<file path="config.mk">
export PLATFORM = sky130hd
export DESIGN_NAME = uart_tx_arbiter_flat
export DESIGN_NICKNAME = d
export VERILOG_FILES = /design/src/rtl/uart_tx_arbiter_if.sv /design/src/rtl/uart_tx_arbiter.sv /design/src/flat_wrapper.sv
export SDC_FILE = /design/constraint.sdc
export NUM_CORES = 1
export LEC_CHECK = 0
export BUFFER_PORTS_ARGS = -buffer_cell sky130_fd_sc_hd__buf_2
export CORE_UTILIZATION = 35
export CTS_CLUSTER_SIZE = 10
export DETAILED_ROUTE_END_ITERATION = 7
export PLACE_DENSITY = 0.63
export SLEW_MARGIN = 15
export SYNTH_ARGS = -nofsm -noshare
export SYNTH_HDL_FRONTEND = slang
export SYNTH_SLANG_ARGS = --single-unit
</file>
<file path="constraint.sdc">
create_clock -name PCLK -period 2.69 [get_ports PCLK]
set_input_delay 0 -clock PCLK [delete_from_list [all_inputs] [get_ports PCLK]]
set_output_delay 0 -clock PCLK [all_outputs]
set_load 0.02 [all_outputs]
</file>
<file path="src/rtl/uart_tx_arbiter_if.sv">
// Requester-side handshake bundle for uart_tx_arbiter.
// Byte i of req_data sits at [8i+7:8i].
interface uart_tx_arbiter_if #(
  parameter int NUM_REQ = 4
);
  logic [NUM_REQ-1:0]   req_valid;
  logic [8*NUM_REQ-1:0] req_data;
  logic [NUM_REQ-1:0]   req_ready;

  modport master (
    output req_valid,
    output req_data,
    input  req_ready
  );

  modport slave (
    input  req_valid,
    input  req_data,
    output req_ready
  );
endinterface

</file>
<file path="src/rtl/uart_tx_arbiter.sv">
// Round-robin arbiter feeding one 8N1 UART transmitter.
// Define UART_TX_ARB_PARITY_EN to add an even parity bit (8E1).
module uart_tx_arbiter #(
  parameter int NUM_REQ   = 4,
  parameter int CLK_FREQ  = 50000000,
  parameter int BAUD_RATE = 115200,
  localparam int DIVISOR  = CLK_FREQ / BAUD_RATE,
  localparam int IDW      = (NUM_REQ > 2) ? $clog2(NUM_REQ) : 1
) (
  input  logic            PCLK,
  input  logic            PRESETn,
  uart_tx_arbiter_if.slave req,
  output logic            STX,
  output logic            busy,
  output logic [IDW-1:0]  grant_id
);

  localparam int BW = (DIVISOR > 2) ? $clog2(DIVISOR) : 1;

  generate
    if (DIVISOR < 2) begin : g_div_chk
      $error("uart_tx_arbiter: DIVISOR must be >= 2");
    end
    if (NUM_REQ < 2 || NUM_REQ > 16) begin : g_req_chk
      $error("uart_tx_arbiter: NUM_REQ must be 2..16");
    end
  endgenerate

`ifdef UART_TX_ARB_PARITY_EN
  typedef enum logic [2:0] {
    IDLE, START, DATA, PARITY, STOP
  } state_t;
`else
  typedef enum logic [2:0] {
    IDLE, START, DATA, STOP
  } state_t;
`endif

  state_t         state_q, state_d;
  logic           stx_q, stx_d;
  logic [BW-1:0]  bcnt_q, bcnt_d;
  logic [2:0]     bitc_q, bitc_d;
  logic [7:0]     sh_q, sh_d;
  logic           par_q, par_d;
  logic [IDW-1:0] gid_q, gid_d;
  logic [IDW-1:0] ptr_q, ptr_d;
  logic [IDW-1:0] win;
  logic           any;
  logic           last;
  int             j;

  // Cyclic scan starting just after the last winner.
  always_comb begin
    win = '0;
    any = 1'b0;
    j   = 0;
    for (int i = 1; i <= NUM_REQ; i++) begin
      j = int'(ptr_q) + i;
      if (j >= NUM_REQ) j = j - NUM_REQ;
      if (!any && req.req_valid[j]) begin
        any = 1'b1;
        win = IDW'(j);
      end
    end
  end

  always_comb begin
    req.req_ready = '0;
    if (PRESETn && state_q == IDLE && any)
      req.req_ready[win] = 1'b1;
  end

  assign last = (bcnt_q == BW'(DIVISOR - 1));

  always_comb begin
    state_d = state_q;
    stx_d   = stx_q;
    bcnt_d  = bcnt_q + BW'(1);
    bitc_d  = bitc_q;
    sh_d    = sh_q;
    par_d   = par_q;
    gid_d   = gid_q;
    ptr_d   = ptr_q;
    unique case (state_q)
      IDLE: begin
        stx_d  = 1'b1;
        bcnt_d = '0;
        if (any) begin
          state_d = START;
          stx_d   = 1'b0;
          sh_d    = req.req_data[8*win +: 8];
          par_d   = ^req.req_data[8*win +: 8];
          gid_d   = win;
          ptr_d   = win;
          bitc_d  = '0;
        end
      end
      START: begin
        if (last) begin
          state_d = DATA;
          stx_d   = sh_q[0];
          bcnt_d  = '0;
        end
      end
      DATA: begin
        if (last) begin
          bcnt_d = '0;
          if (bitc_q == 3'd7) begin
`ifdef UART_TX_ARB_PARITY_EN
            state_d = PARITY;
            stx_d   = par_q;
`else
            state_d = STOP;
            stx_d   = 1'b1;
`endif
          end else begin
            bitc_d = bitc_q + 3'd1;
            sh_d   = {1'b0, sh_q[7:1]};
            stx_d  = sh_q[1];
          end
        end
      end
`ifdef UART_TX_ARB_PARITY_EN
      PARITY: begin
        if (last) begin
          state_d = STOP;
          stx_d   = 1'b1;
          bcnt_d  = '0;
        end
      end
`endif
      STOP: begin
        if (last) begin
          state_d = IDLE;
          bcnt_d  = '0;
        end
      end
      default: begin
        state_d = IDLE;
        stx_d   = 1'b1;
        bcnt_d  = '0;
      end
    endcase
  end

  always_ff @(posedge PCLK) begin
    if (!PRESETn) begin
      state_q <= IDLE;
      stx_q   <= 1'b1;
      bcnt_q  <= '0;
      bitc_q  <= '0;
      sh_q    <= '0;
      par_q   <= 1'b0;
      gid_q   <= '0;
      ptr_q   <= IDW'(NUM_REQ - 1);
    end else begin
      state_q <= state_d;
      stx_q   <= stx_d;
      bcnt_q  <= bcnt_d;
      bitc_q  <= bitc_d;
      sh_q    <= sh_d;
      par_q   <= par_d;
      gid_q   <= gid_d;
      ptr_q   <= ptr_d;
    end
  end

  assign STX      = stx_q;
  assign busy     = (state_q != IDLE);
  assign grant_id = gid_q;

endmodule

</file>
<file path="src/flat_wrapper.sv">
// flat-port wrapper written by rule: the top's interface ports become plain ports
module uart_tx_arbiter_flat 
#(
  parameter int NUM_REQ   = 4,
  parameter int CLK_FREQ  = 50000000,
  parameter int BAUD_RATE = 115200,
  localparam int DIVISOR  = CLK_FREQ / BAUD_RATE,
  localparam int IDW      = (NUM_REQ > 2) ? $clog2(NUM_REQ) : 1
)
  (PCLK, PRESETn, STX, busy, grant_id, req_req_valid, req_req_data, req_req_ready);
  uart_tx_arbiter_if #(.NUM_REQ(NUM_REQ)) req_i ();
  input  logic PCLK;
  input  logic PRESETn;
  output logic STX;
  output logic busy;
  output logic [IDW-1:0] grant_id;
  input wire logic [$bits(req_i.req_valid)-1:0] req_req_valid;
  input wire logic [$bits(req_i.req_data)-1:0] req_req_data;
  output wire logic [$bits(req_i.req_ready)-1:0] req_req_ready;
  assign req_i.req_valid = req_req_valid;
  assign req_i.req_data = req_req_data;
  assign req_req_ready = req_i.req_ready;
  uart_tx_arbiter #(.NUM_REQ(NUM_REQ), .CLK_FREQ(CLK_FREQ), .BAUD_RATE(BAUD_RATE)) u_core (.PCLK(PCLK), .PRESETn(PRESETn), .req(req_i), .STX(STX), .busy(busy), .grant_id(grant_id));
endmodule
</file>
# Word-level counts from Yosys, hierarchy flattened
# Cells that the tools add are included.
totals:
  regBits: 28
  ram_bits: 0
  latchBits: 0
  rom_bits: 0
  n_memories: 0
  out_inout_bits: 8
  wordCells: 106
op_classes:
  n_bitwise: 3
  mul: 0
  reduce_logical: 18
  addsub: 10
  shift: 1
  n_eq_ne: 11
  div_mod_pow: 0
  n_lt_le_gt_ge: 10
  mux: 46
op_table:
  columns: ["operator", "count"]
  rows:
  - ["greater-or-equal comparator 32 x 4 -> 1 bit, second input constant", 4]
  - ["less-than comparator 32 x 4 -> 1 bit, second input constant", 4]
  - ["2-to-1 mux 32 bit", 4]
  - ["subtractor 32 x 4 -> 32 bit, second input constant", 4]
  - ["indexed part select 32 x 6 -> 8 bit", 1]
  - ["2-to-1 mux 3 bit", 8]
  - ["2-to-1 mux 8 bit", 3]
  - ["2-to-1 mux 1 bit", 17]
  - ["one-hot mux 8 bit (2 select lines)", 1]
  - ["one-hot mux 3 bit (4 select lines)", 1]
  - ["!= test 2 x 1 -> 1 bit, second input constant", 5]
  - ["adder 9 x 1 -> 9 bit, second input constant", 1]
  - ["equality test 9 bit, second input constant", 1]
  - ["binary-select mux 1 bit (select 2 bit)", 4]
  - ["2-to-1 mux 2 bit", 4]
  - ["adder 2 x 2 -> 3 bit, second input constant", 2]
  - ["equality test 3 x 2 -> 1 bit, second input constant", 2]
  - ["logical AND 1 bit", 6]
  - ["one-hot mux 3 bit (2 select lines)", 1]
  - ["OR reduction 3 bit", 2]
  - ["AND reduction 5 bit", 1]
  - ["adder 2 x 3 -> 4 bit, second input constant", 1]
  - ["2-to-1 mux 4 bit", 1]
  - ["one-hot mux 1 bit (4 select lines)", 1]
  - ["other kinds (16)", 20]

# Depth between registers and ports, before layout
# Gate-level depths: netlist of the first run.
depth:
  word_depth: 21
  mapped_depth: 9

# Worst setup path before layout of the first run
# Ideal clock, no wire load.
synth_timing:
  path_type: "flip-flop to flip-flop"
  from: "register u_core.bitc_q[0]"
  to: "register u_core.sh_q[1]"
  period_less_slack_ns: 2.032
  path_slack_ns: 0.658
  setup_ns: 0.122
  required_time_ns: 2.568
  arrival_time_ns: 1.911
  path_stages_with_launch: 10
  path_cell_list: "dfxtp_1 ha_1 ha_1 nor2b_1 a32oi_1 or2_1 buf_6 and2_4 buf_6 a221o_1"
synth_between:
  elab_chain_cells: 3
synth_rtl:
  columns: ["item", "line_no", "rtl"]
  rows:
  - ["start, declared", "uart_tx_arbiter.sv:42", "logic [2:0] bitc_q, bitc_d;"]
  - ["start signal, assigned", "uart_tx_arbiter.sv:160", "bitc_q <= bitc_d;"]
  - ["equality test 3 bit", "uart_tx_arbiter.sv:108", "if (bitc_q == 3'd7) begin"]
  - ["!= test 2 bit (no source line)", null, null]
  - ["AND reduction 4 bit (no source line)", null, null]
  - ["end signal, assigned", "uart_tx_arbiter.sv:152", "sh_q <= '0;"]
  - ["end signal, assigned", "uart_tx_arbiter.sv:161", "sh_q <= sh_d;"]
  - ["end, declared", "uart_tx_arbiter.sv:43", "logic [7:0] sh_q, sh_d;"]
# No other way between the ends.
# A chain may end at the register's enable or synchronous reset.

# Worst setup path after layout of the first run
# Ends and elaborated chain as after synthesis.

==> results of run 1 <==
how the worst min path moves through the flow:
stage	slack (ps)	to
finish	140	u_core.sh_q[4]
global route	150	u_core.sh_q[7]
CTS	130	u_core.sh_q[4]
detailed placement	280	u_core.ptr_q[1]
global placement	270	u_core.ptr_q[1]
floorplan	230	u_core.ptr_q[1]
sequential cells by signal (all words and copies together) (netlist names):
register,flops
u_core.bitc_q,3
u_core.sh_q,8
u_core.bcnt_q,9
u_core.STX,1
u_core.grant_id,2
u_core.ptr_q,2
u_core.state_q,2
where the power goes:
group	switching, mW	internal (mW)
logic	0.448	0.349
registers	0.0801	0.489
clock network	0.121	0.106
worst register-to-register path, delay by kind of cell (launching register included):
kind	cells	cell delay, ps
compound gates	2	540
fa+ha+maj	2	430
flops	1	340
simple gates	3	730
layer usage:
layer	global-route usage	share of wire	up-vias
li1	-	-	839
met1	0.2050	0.49	723
met2	0.2555	0.44	50
met3	0.02500	0.063	5
met4	0.06100	0.011	0
met5	0	0	-
cells in the final DEF, fill, tap and decap left out, types with 3 or more instances in the layout:
| cell type | netlist | routed |
|---|---|---|
| buf_2 | 3 | 45 |
| nand2_1 | 16 | 16 |
| a32o_1 | 4 | 4 |
| dfxtp_1 | 27 | 27 |
| xnor2_1 | 4 | 4 |
| nand2b_1 | 8 | 8 |
| buf_4 | 1 | 3 |
| inv_1 | 8 | 8 |
| or3_1 | 4 | 4 |
| o21ai_0 | 5 | 5 |
| a21oi_1 | 9 | 9 |
| nor2b_1 | 3 | 3 |
| and3_1 | 4 | 4 |
| nor3_1 | 5 | 5 |
| o2111ai_1 | 4 | 4 |
| clkbuf_8 | 0 | 3 |
| nor2_1 | 23 | 23 |
| ha_1 | 8 | 8 |
| nand3_1 | 14 | 14 |
| mux2i_1 | 6 | 6 |
cell families after synthesis:
kind of cell	Yosys count	synth area share
AO/OA/AOI/OAI	50	0.2256
XOR/XNOR	6	0.03057
adder cells (fa/ha/maj)	8	0.05823
buffers and inverters	19	0.05967
flip-flops	27	0.3144
multiplexers	8	0.06113
AND/OR/NAND/NOR	86	0.2504
cell type report:
class	count	area, um^2	area share
Clock buffer	4	45.04	0.02205
Inverter	9	33.78	0.01653
Multi-Input combinational cell	158	1082	0.5297
Sequential cell	27	540.5	0.2645
Tap cell	67	83.83	0.04103
Timing Repair Buffer	49	257.7	0.1261
==> flow_metrics.py, run 1 <==
metrics = {
    "worst_setup_path": {
        "crit_cells": 7,
        "cp_cell_sequence": "ha_1 -> ha_1 -> nor2b_1 -> a32oi_1 -> or2_1 -> and2_4 -> a221o_1",
        "timing.reg2reg.setup_slack_ps": 540,
        "r2r_end": "u_core.sh_q[1]",
        "cp-end-kind": "flop",
        "crit_top_cell": "ha_1",
        "critPathLaunch": "u_core.bitc_q[0]",
        "crit_path_start_kind": "flop",
        "timing.rr.start": "u_core.bitc_q[0]",
        "r2r_cells": 7,
        "worst_path_max_delay_cell": "a221o_1",
        "path_class": "flop to flop",
        "crit_family": "simple AND/OR/NAND/NOR gates",
        "arrival_ps": 2310,
        "slowest_delay_ps": 350,
        "path_max_fanout": 7,
        "cp_num_buf_inv": 0,
        "cp-endpoint": "u_core.sh_q[1]",
        "cp.required_ps": 2850,
    },
    "clock_network": {
        "cts_max_level": 1,
        "insertion_delay_ps": 270,
        "holdBufCountCts": 1,
        "post_cts_resized": 0,
        "cts_root_buf": "clkbuf_8",
        "cts_buffers": 3,
        "clock_tree.buffer_depth": 2,
        "cts_tree": "built",
        "postCtsSetupBuffers": 0,
        "clock-sinks": 27,
        "clkTransAtPathRegs_ps": 80,
    },
    "placement": {
        "port_buffers": 45,
        "place_area_um2": 1988,
        "gp_congestion": 0.7965,
        "placed_cells": 309,
        "pre_cts_slack_ps": 620.3,
        "dp_hpwl_um": 3141,
    },
    "cells_and_area": {
        "drive_gt1_frac": 0.2308,
        "fin_area_um2": 2043,
        "antenna_cells": 0,
        "area_delta_synth_final_pct": 18.85,
        "stdcell_count": 314,
        "fillers": 481,
        "post-route-util": 0.4326,
        "layout.nets": 294,
    },
    "logic_synthesis": {
        "synth.top_cells.by_area": "dfxtp_1 31%, ha_1 5.8%, nor2_1 5.0%",
        "ys_async_sr_fraction": 0,
        "synth_flop_cell": "dfxtp_1",
        "synth.top_cell.area_share": 0.3144,
        "syn_area_per_cell_um2": 8.427,
        "netlist_instances": 204,
        "synth_area_leader_cell": "dfxtp_1",
        "yosysUniqueCellTypes": 52,
        "synth_area_um2": 1719,
        "synth_edf_count": 0,
        "yosysWarnings": 0,
        "synth_nets": 250,
        "synth-seq-cells": 27,
        "yosys-top-cells-count": "27 x dfxtp_1, 23 x nor2_1, 16 x nand2_1",
        "synth_seq_area_share": 0.3144,
        "yosysMostFrequentCell": "dfxtp_1",
    },
    "worst_hold_path": {
        "hold_depth": 4,
        "hp-class": "input pin to flop",
        "hold_start": "req_req_data[28]",
    },
    "timing": {
        "fin_ws_ps": 544.4,
        "holdWs_ps": 141.0,
        "drv_slew": 0,
        "fin_setup_tns_ps": 0,
        "hold_violations": 0,
        "worstMarginPinSlew_ps": 596.9,
        "final.min_clock_period_ps": 2146,
        "skew_ps": 2.779,
        "post-route-period-util": 0.7976,
        "fmax_mhz": 466.1,
        "setup_violations": 0,
        "rsz0062_at_grt": "no",
        "relSlewSlack": 0.5918,
    },
    "job": {
        "cap_violations": 0,
    },
    "floorplanning": {
        "row_count": 25,
        "die_area_um2": 5196,
        "io_pins": 46,
        "die_x_um": 72.09,
        "start_util": 0.3640,
        "core_area_um2": 4723,
        "die_h_um": 72.09,
    },
    "routing": {
        "wl_per_cell_um": 12.77,
        "totalWireLength_um": 4009,
        "detail_route.vias_per_cell": 5.150,
        "drt_first_pass_iters": 4,
        "ant_nets": 0,
        "drc": 0,
        "via_count": 1617,
        "drtIter0Drc": 82,
    },
    "power": {
        "p_leak_nw": 0.8502,
        "finalPower_mw": 1.594,
        "p_per_area_nw_per_um2": 780.1,
        "peakVddDrop_uv": 263.9,
    },
    "outcome": {
        "status": "finished, final reports clean",
    },
    "grt": {
        "grt_max_degree": 15,
        "grt-ovfl-total": 0,
        "antenna_found_initial": 0,
        "grt_pass1_vias": 1458,
        "grt.total_usage": 0.1558,
        "grt_pass1_wl_um": 6465,
    },
}
(Power assumes the default switching activity.)
==> run 2, diff against run 1 <==
--- a/config.mk
+++ b/config.mk
@@ -5,11 +5,12 @@
 export SDC_FILE = /design/constraint.sdc
 export NUM_CORES = 1
 export LEC_CHECK = 0
+export ABC_AREA = 1
 export BUFFER_PORTS_ARGS = -buffer_cell sky130_fd_sc_hd__buf_2
 export CORE_UTILIZATION = 35
 export CTS_CLUSTER_SIZE = 10
 export DETAILED_ROUTE_END_ITERATION = 7
-export PLACE_DENSITY = 0.63
+export PLACE_DENSITY = 0.64
 export SLEW_MARGIN = 15
 export SYNTH_ARGS = -nofsm -noshare
 export SYNTH_HDL_FRONTEND = slang
==> constraint.sdc (replaced) <==
create_clock -name PCLK -period 1.75 [get_ports PCLK]
set_input_delay 0 -clock PCLK [delete_from_list [all_inputs] [get_ports PCLK]]
set_output_delay 0 -clock PCLK [all_outputs]
set_load 0.02 [all_outputs]
==> flow_metrics.py, run 2 <==
metrics = {
    "cells_and_area": {
        "drive_gt1_frac": 0.4192,
        "final_cell_mix": "94 x nand2_1, 41 x buf_2, 32 x buf_4",
        "fin_area_um2": 2978,
        "area_delta_synth_final_pct": 51.88,
        "antenna_cells": 0,
        "max_flop_register": "u_core.bcnt_q",
        "register_area_um2": 548.0,
        "stdcell_count": 466,
        "largest_reg_flops": 9,
        "largestRegisters": "u_core.bcnt_q: 9 flops, u_core.sh_q: 8 flops, u_core.bitc_q: 3 flops",
        "layout.nets": 443,
        "fillers": 500,
        "multi_input_area_um2": 1524,
        "final_common_cell": "nand2_1",
    },
    "timing": {
        "skew_ps": 3.211,
        "hold_violations": 0,
        "holdWs_ps": 50.30,
        "setup_violations": 22,
        "fmax_mhz": 490.2,
        "drv_slew": 0,
        "post-route-period-util": 1.166,
        "relSlewSlack": 0.6610,
        "worstMarginPinSlew_ps": 507.3,
        "rsz0062_at_grt": "yes",
        "fin_ws_ps": -290.0,
        "final.min_clock_period_ps": 2040,
    },
    "placement": {
        "pre_cts_slack_ps": -441.3,
        "place_area_um2": 2385,
        "placed_cells": 438,
        "gp_congestion": 0.9169,
        "port_buffers": 45,
        "dp_hpwl_um": 3636,
    },
    "clock_network": {
        "cts_root_buf": "clkbuf_8",
        "cts_tree": "built",
        "cts_buffers": 3,
        "clock_tree.buffer_depth": 2,
        "holdBufCountCts": 0,
        "cts_max_level": 1,
        "clkTransAtPathRegs_ps": 90,
        "insertion_delay_ps": 270,
        "clock-sinks": 27,
    },
    "worst_setup_path": {
        "path_max_fanout": 6,
        "crit_family": "simple AND/OR/NAND/NOR gates",
        "cp-end-kind": "output port",
        "worst_path_max_delay_cell": "dfxtp_4",
        "cp_cell_sequence": "buf_6 -> nand2_2 -> nand2_2 -> nand2_2 -> nand2_2 -> inv_4 -> nand3_4 -> buf_6 -> inv_4 -> nand2_2 -> buf_6 -> nand2_4 -> inv_4 -> nand2_4 -> nor3_2 -> buf_4",
        "crit_path_start_kind": "flop",
        "cp.required_ps": 1750,
        "path_class": "flop to output port",
        "cp_num_buf_inv": 7,
        "crit_top_cell": "nand2_2",
        "arrival_ps": 2040,
        "slowest_delay_ps": 410,
    },
    "logic_synthesis": {
        "synth_seq_area_share": 0.2757,
        "yosys-top-cells-count": "117 x nand2_1, 32 x nand3_1, 27 x dfxtp_1",
        "synth-seq-cells": 27,
        "synth_flop_cell": "dfxtp_1",
        "synth_area_leader_cell": "dfxtp_1",
        "synth_nets": 354,
        "syn_area_per_cell_um2": 6.366,
        "synth_area_um2": 1961,
        "synth.top_cell.area_share": 0.2757,
        "synth.top_cells.by_area": "dfxtp_1 28%, nand2_1 22%, nand3_1 8.2%",
        "yosysUniqueCellTypes": 31,
        "synth_edf_count": 0,
        "yosysMostFrequentCell": "nand2_1",
        "netlist_instances": 308,
        "ys_async_sr_fraction": 0,
        "yosysWarnings": 0,
    },
    "routing": {
        "detail_route.vias_per_cell": 4.916,
        "ant_nets": 0,
        "totalWireLength_um": 5568,
        "wl_per_cell_um": 11.95,
        "via_count": 2291,
        "drc": 0,
        "drtIter0Drc": 75,
        "drt_first_pass_iters": 4,
    },
    "power": {
        "p_leak_nw": 1.456,
        "p_switching_mw": 3.111,
        "p_seq_frac": 0.139,
        "p_per_area_nw_per_um2": 2129,
        "p_int_mw": 3.229,
        "power.share.clock": 0.057,
        "p_sw_frac": 0.4907,
        "peakVddDrop_uv": 845.9,
        "finalPower_mw": 6.339,
        "pwr-share-comb": 0.804,
    },
    "grt": {
        "grt_pass1_wl_um": 9494,
        "grt.total_usage": 0.1910,
        "antenna_found_initial": 0,
        "grt-busiest-layer": "met2",
        "grt-ovfl-total": 0,
        "grt_use_met1": 0.2169,
        "grt_pass1_vias": 2305,
        "met2_usage": 0.3616,
        "met3_usage": 0.04167,
        "grt_max_degree": 15,
    },
    "outcome": {
        "violations": "negative setup slack",
        "status": "finished, violations left",
    },
    "floorplanning": {
        "io_pins": 46,
        "die_area_um2": 5905,
        "die_x_um": 76.85,
        "core_area_um2": 5238,
        "row_count": 26,
        "die_h_um": 76.85,
        "start_util": 0.3743,
    },
    "job": {
        "cap_violations": 0,
    },
    "worst_hold_path": {
        "hp-class": "input pin to flop",
    },
}
run 2: worst reg2reg max path, cell delays in order, from the launching register on:
cell     delay (ps)
dfxtp_4         380
buf_6           140
nand2_2          60
nand2_2          60
buf_4           130
nand2_1          80
nand2_1          80
nand2_2          90
nand2_2          70
nand2_2          80
nand2_4         110
buf_6           150
nor2_4          140
nand3_1          90
nand4_1         120
nand2_1          80
a21oi_2         130
run 2: area by class of cell:
cell class	instances	area share
Clock buffer	4	0.01513
Inverter	26	0.03697
Multi-Input combinational cell	249	0.5118
Tap cell	70	0.02941
Sequential cell	27	0.1840
Timing Repair Buffer	90	0.2227
run 2: cell families (layout without fill, tap and decap cells):
| logic type | Yosys count | count (layout) | synth area share |
|---|---|---|---|
| adders and majority gates | 8 | 8 | 0.05106 |
| buffers and inverters | 36 | 120 | 0.08998 |
| DFF | 27 | 27 | 0.2757 |
| xor gates and xnor gates | 3 | 3 | 0.01340 |
| AOI/OAI and AO/OA | 37 | 37 | 0.1059 |
| and+or+nand+nor | 197 | 201 | 0.4639 |
run 2: routing by layer:
| layer | wire (um) | vias to the layer above | share of wire |
|---|---|---|---|
| met5 | 0 | - | 0 |
| met4 | 84 | 0 | 0.015 |
| met3 | 289 | 15 | 0.052 |
| met2 | 2806 | 61 | 0.50 |
| met1 | 2388 | 1031 | 0.43 |
| li1 | - | 1184 | - |
run 2: power groups by stage:
stage                     clock network, mW  logic (mW)  registers (mW)
final                                 0.361        5.10           0.882
after global routing                  0.401        5.51           0.902
after CTS                             0.370        4.66           0.880
after detailed placement                  0        3.33           0.877
after global placement                    0        3.30           0.872
after floorplan                           0        2.48           0.883
run 2: what timing repair did:
item | in CTS | in global routing
buffers inserted | 16 | 3
setup endpoints to repair | 22 | 22
pin swaps | 39 | 19
gates resized for setup | 76 | 17
cloned | 4 | 1
run 2: through the flow:
stage | util | setup TNS (ps)
after floorplan | - | -250.6
after global placement | 0.4553 | -5060
after detailed placement | 0.4553 | -6860
after CTS | 0.5495 | -3844
after global routing | 0.5686 | -7477
final | 0.5686 | -4734
run 2: final timing paths:
kind              depth (start not counted)               end            start  slack [ps]
hold / removal                            2   u_core.ptr_q[0]          PRESETn          50
setup reg to reg                         16    u_core.sh_q[7]  u_core.ptr_q[0]        -270
hold reg to reg                           2        u_core.STX       u_core.STX         460
setup / recovery                         16  req_req_ready[1]  u_core.ptr_q[0]        -290
==> run 3, diff against run 2 <==
--- a/config.mk
+++ b/config.mk
@@ -10,6 +10,7 @@
 export CORE_UTILIZATION = 35
 export CTS_CLUSTER_SIZE = 10
 export DETAILED_ROUTE_END_ITERATION = 7
+export MAX_ROUTING_LAYER = met4
 export PLACE_DENSITY = 0.64
 export SLEW_MARGIN = 15
 export SYNTH_ARGS = -nofsm -noshare
==> flow_metrics.py, run 3 (synthesized netlist as in run 2, its figures left out) <==
metrics = {
    "placement": {
        "gp_congestion": 0.9328,
        "dp_hpwl_um": 3636,
        "port_buffers": 45,
        "placed_cells": 438,
    },
    "clock_network": {
        "clkTransAtPathRegs_ps": 90,
        "clock_tree.buffer_depth": 2,
        "cts_max_level": 1,
        "cts_tree": "built",
        "cts_root_buf": "clkbuf_8",
        "insertion_delay_ps": 270,
        "cts_buffers": 3,
        "holdBufCountCts": 0,
        "clock-sinks": 27,
    },
    "floorplanning": {
        "io_pins": 46,
        "start_util": 0.3743,
        "die_x_um": 76.85,
        "row_count": 26,
        "core_area_um2": 5238,
        "die_area_um2": 5905,
        "die_h_um": 76.85,
    },
    "grt": {
        "grt_pass1_wl_um": 9494,
        "grt_max_degree": 15,
        "grt.total_usage": 0.1965,
        "antenna_found_initial": 0,
        "grt_pass1_vias": 2305,
        "grt-ovfl-total": 0,
    },
    "worst_setup_path": {
        "path_max_fanout": 6,
        "cp.required_ps": 1750,
        "path_class": "flop to output port",
        "cp-end-kind": "output port",
        "arrival_ps": 2040,
        "timing.reg2reg.setup_slack_ps": -280,
        "crit_path_start_kind": "flop",
    },
    "timing": {
        "worstMarginPinSlew_ps": 501.4,
        "final.min_clock_period_ps": 2037,
        "holdWs_ps": 51.37,
        "drv_slew": 0,
        "post-route-period-util": 1.164,
        "hold_violations": 0,
        "setup_violations": 22,
        "rsz0062_at_grt": "yes",
        "relSlewSlack": 0.6650,
        "fmax_mhz": 491.0,
        "skew_ps": 3.553,
        "fin_ws_ps": -286.6,
    },
    "routing": {
        "drtIter0Drc": 80,
        "via_count": 2280,
        "drt_first_pass_iters": 4,
        "drc": 0,
        "ant_nets": 0,
        "wl_per_cell_um": 11.98,
        "totalWireLength_um": 5581,
        "detail_route.vias_per_cell": 4.893,
    },
    "cells_and_area": {
        "drive_gt1_frac": 0.4192,
        "final_cell_mix": "94 x nand2_1, 41 x buf_2, 32 x buf_4",
        "stdcell_count": 466,
        "max_flop_register": "u_core.bcnt_q",
        "largestRegisters": "u_core.bcnt_q: 9 flops, u_core.sh_q: 8 flops, u_core.bitc_q: 3 flops",
        "antenna_cells": 0,
        "final_common_cell": "nand2_1",
        "area_delta_synth_final_pct": 51.88,
        "layout.nets": 443,
        "largest_reg_flops": 9,
    },
    "outcome": {
        "violations": "negative setup slack",
        "status": "finished, violations left",
    },
    "worst_hold_path": {
        "hp-class": "input pin to flop",
    },
    "power": {
        "peakVddDrop_uv": 845.3,
        "p_per_area_nw_per_um2": 2127,
        "p_leak_nw": 1.456,
    },
    "job": {
        "cap_violations": 0,
    },
}
-- run 3: cell counts in the layout (fill, tap and decap cells not counted) --
No cell type changed its count.
-- run 3: cell type report --
type / instances / area, um^2
well taps: 70 / 87.58
fillers: 500 / 2260
repair buffers: 90 / 663.1
clock buffers: 4 / 45.04
inverters: 26 / 110.1
multi-input cells: 249 / 1524
flip-flops and latches: 27 / 548.0
-- run 3: path summary, 6_finish.rpt --
kind                   startpoint                to  cells past startpoint
hold / removal            PRESETn   u_core.ptr_q[0]                      2
setup reg to reg  u_core.ptr_q[0]    u_core.sh_q[7]                     15
hold reg to reg        u_core.STX        u_core.STX                      2
setup / recovery  u_core.ptr_q[0]  req_req_ready[1]                     16
-- run 3: through the flow --
stage          total power, mW  worst slack, ps  TNS, ps  utilization  instance area [um^2]
2_1_floorplan            3.359           -62.64   -250.6            -                  1961
3_3_place_gp             4.167           -322.4    -5060       0.4553                  2385
3_5_place_dp             4.203           -441.3    -6860       0.4553                  2385
4_1_cts                  5.907           -268.2    -3844       0.5495                  2878
5_1_grt                  6.819           -419.1    -7474       0.5686                  2978
6_report                 6.335           -286.6    -4718       0.5686                  2978
-- run 3: metal layers --
| layer | up-vias | wire length [um] | global-route usage | share of wire |
|---|---|---|---|---|
| met5 | - | 0 | - | 0 |
| met4 | 0 | 36 | 0.03654 | 0.0065 |
| met3 | 6 | 248 | 0.03690 | 0.044 |
| met2 | 55 | 2874 | 0.3616 | 0.51 |
| met1 | 1037 | 2422 | 0.2198 | 0.43 |
| li1 | 1182 | - | - | - |
-- run 3: worst max-delay path, stage by stage (launching register included) --
cell,delay [ps]
dfxtp_4,410
buf_6,130
nand2_2,50
nand2_2,70
nand2_2,50
nand2_2,90
inv_4,50
nand3_4,60
buf_6,110
inv_4,30
nand2_2,90
buf_6,110
nand2_4,50
inv_4,70
nand2_4,70
nor3_2,180
buf_4,160
-- run 3: repair_timing --
action / 4_1_cts / 5_1_grt
setup buffers: 16 / 3
pin swaps: 39 / 19
cloned: 4 / 1
endpoints found under the hold margin: 0 / 0
resized for setup: 76 / 17
setup endpoints to repair: 22 / 22
-- run 3: report_power, final --
group | switching (mW) | internal, mW
Combinational | 2.80 | 2.29
Sequential | 0.110 | 0.773
Clock | 0.196 | 0.163
Total | 3.11 | 3.23
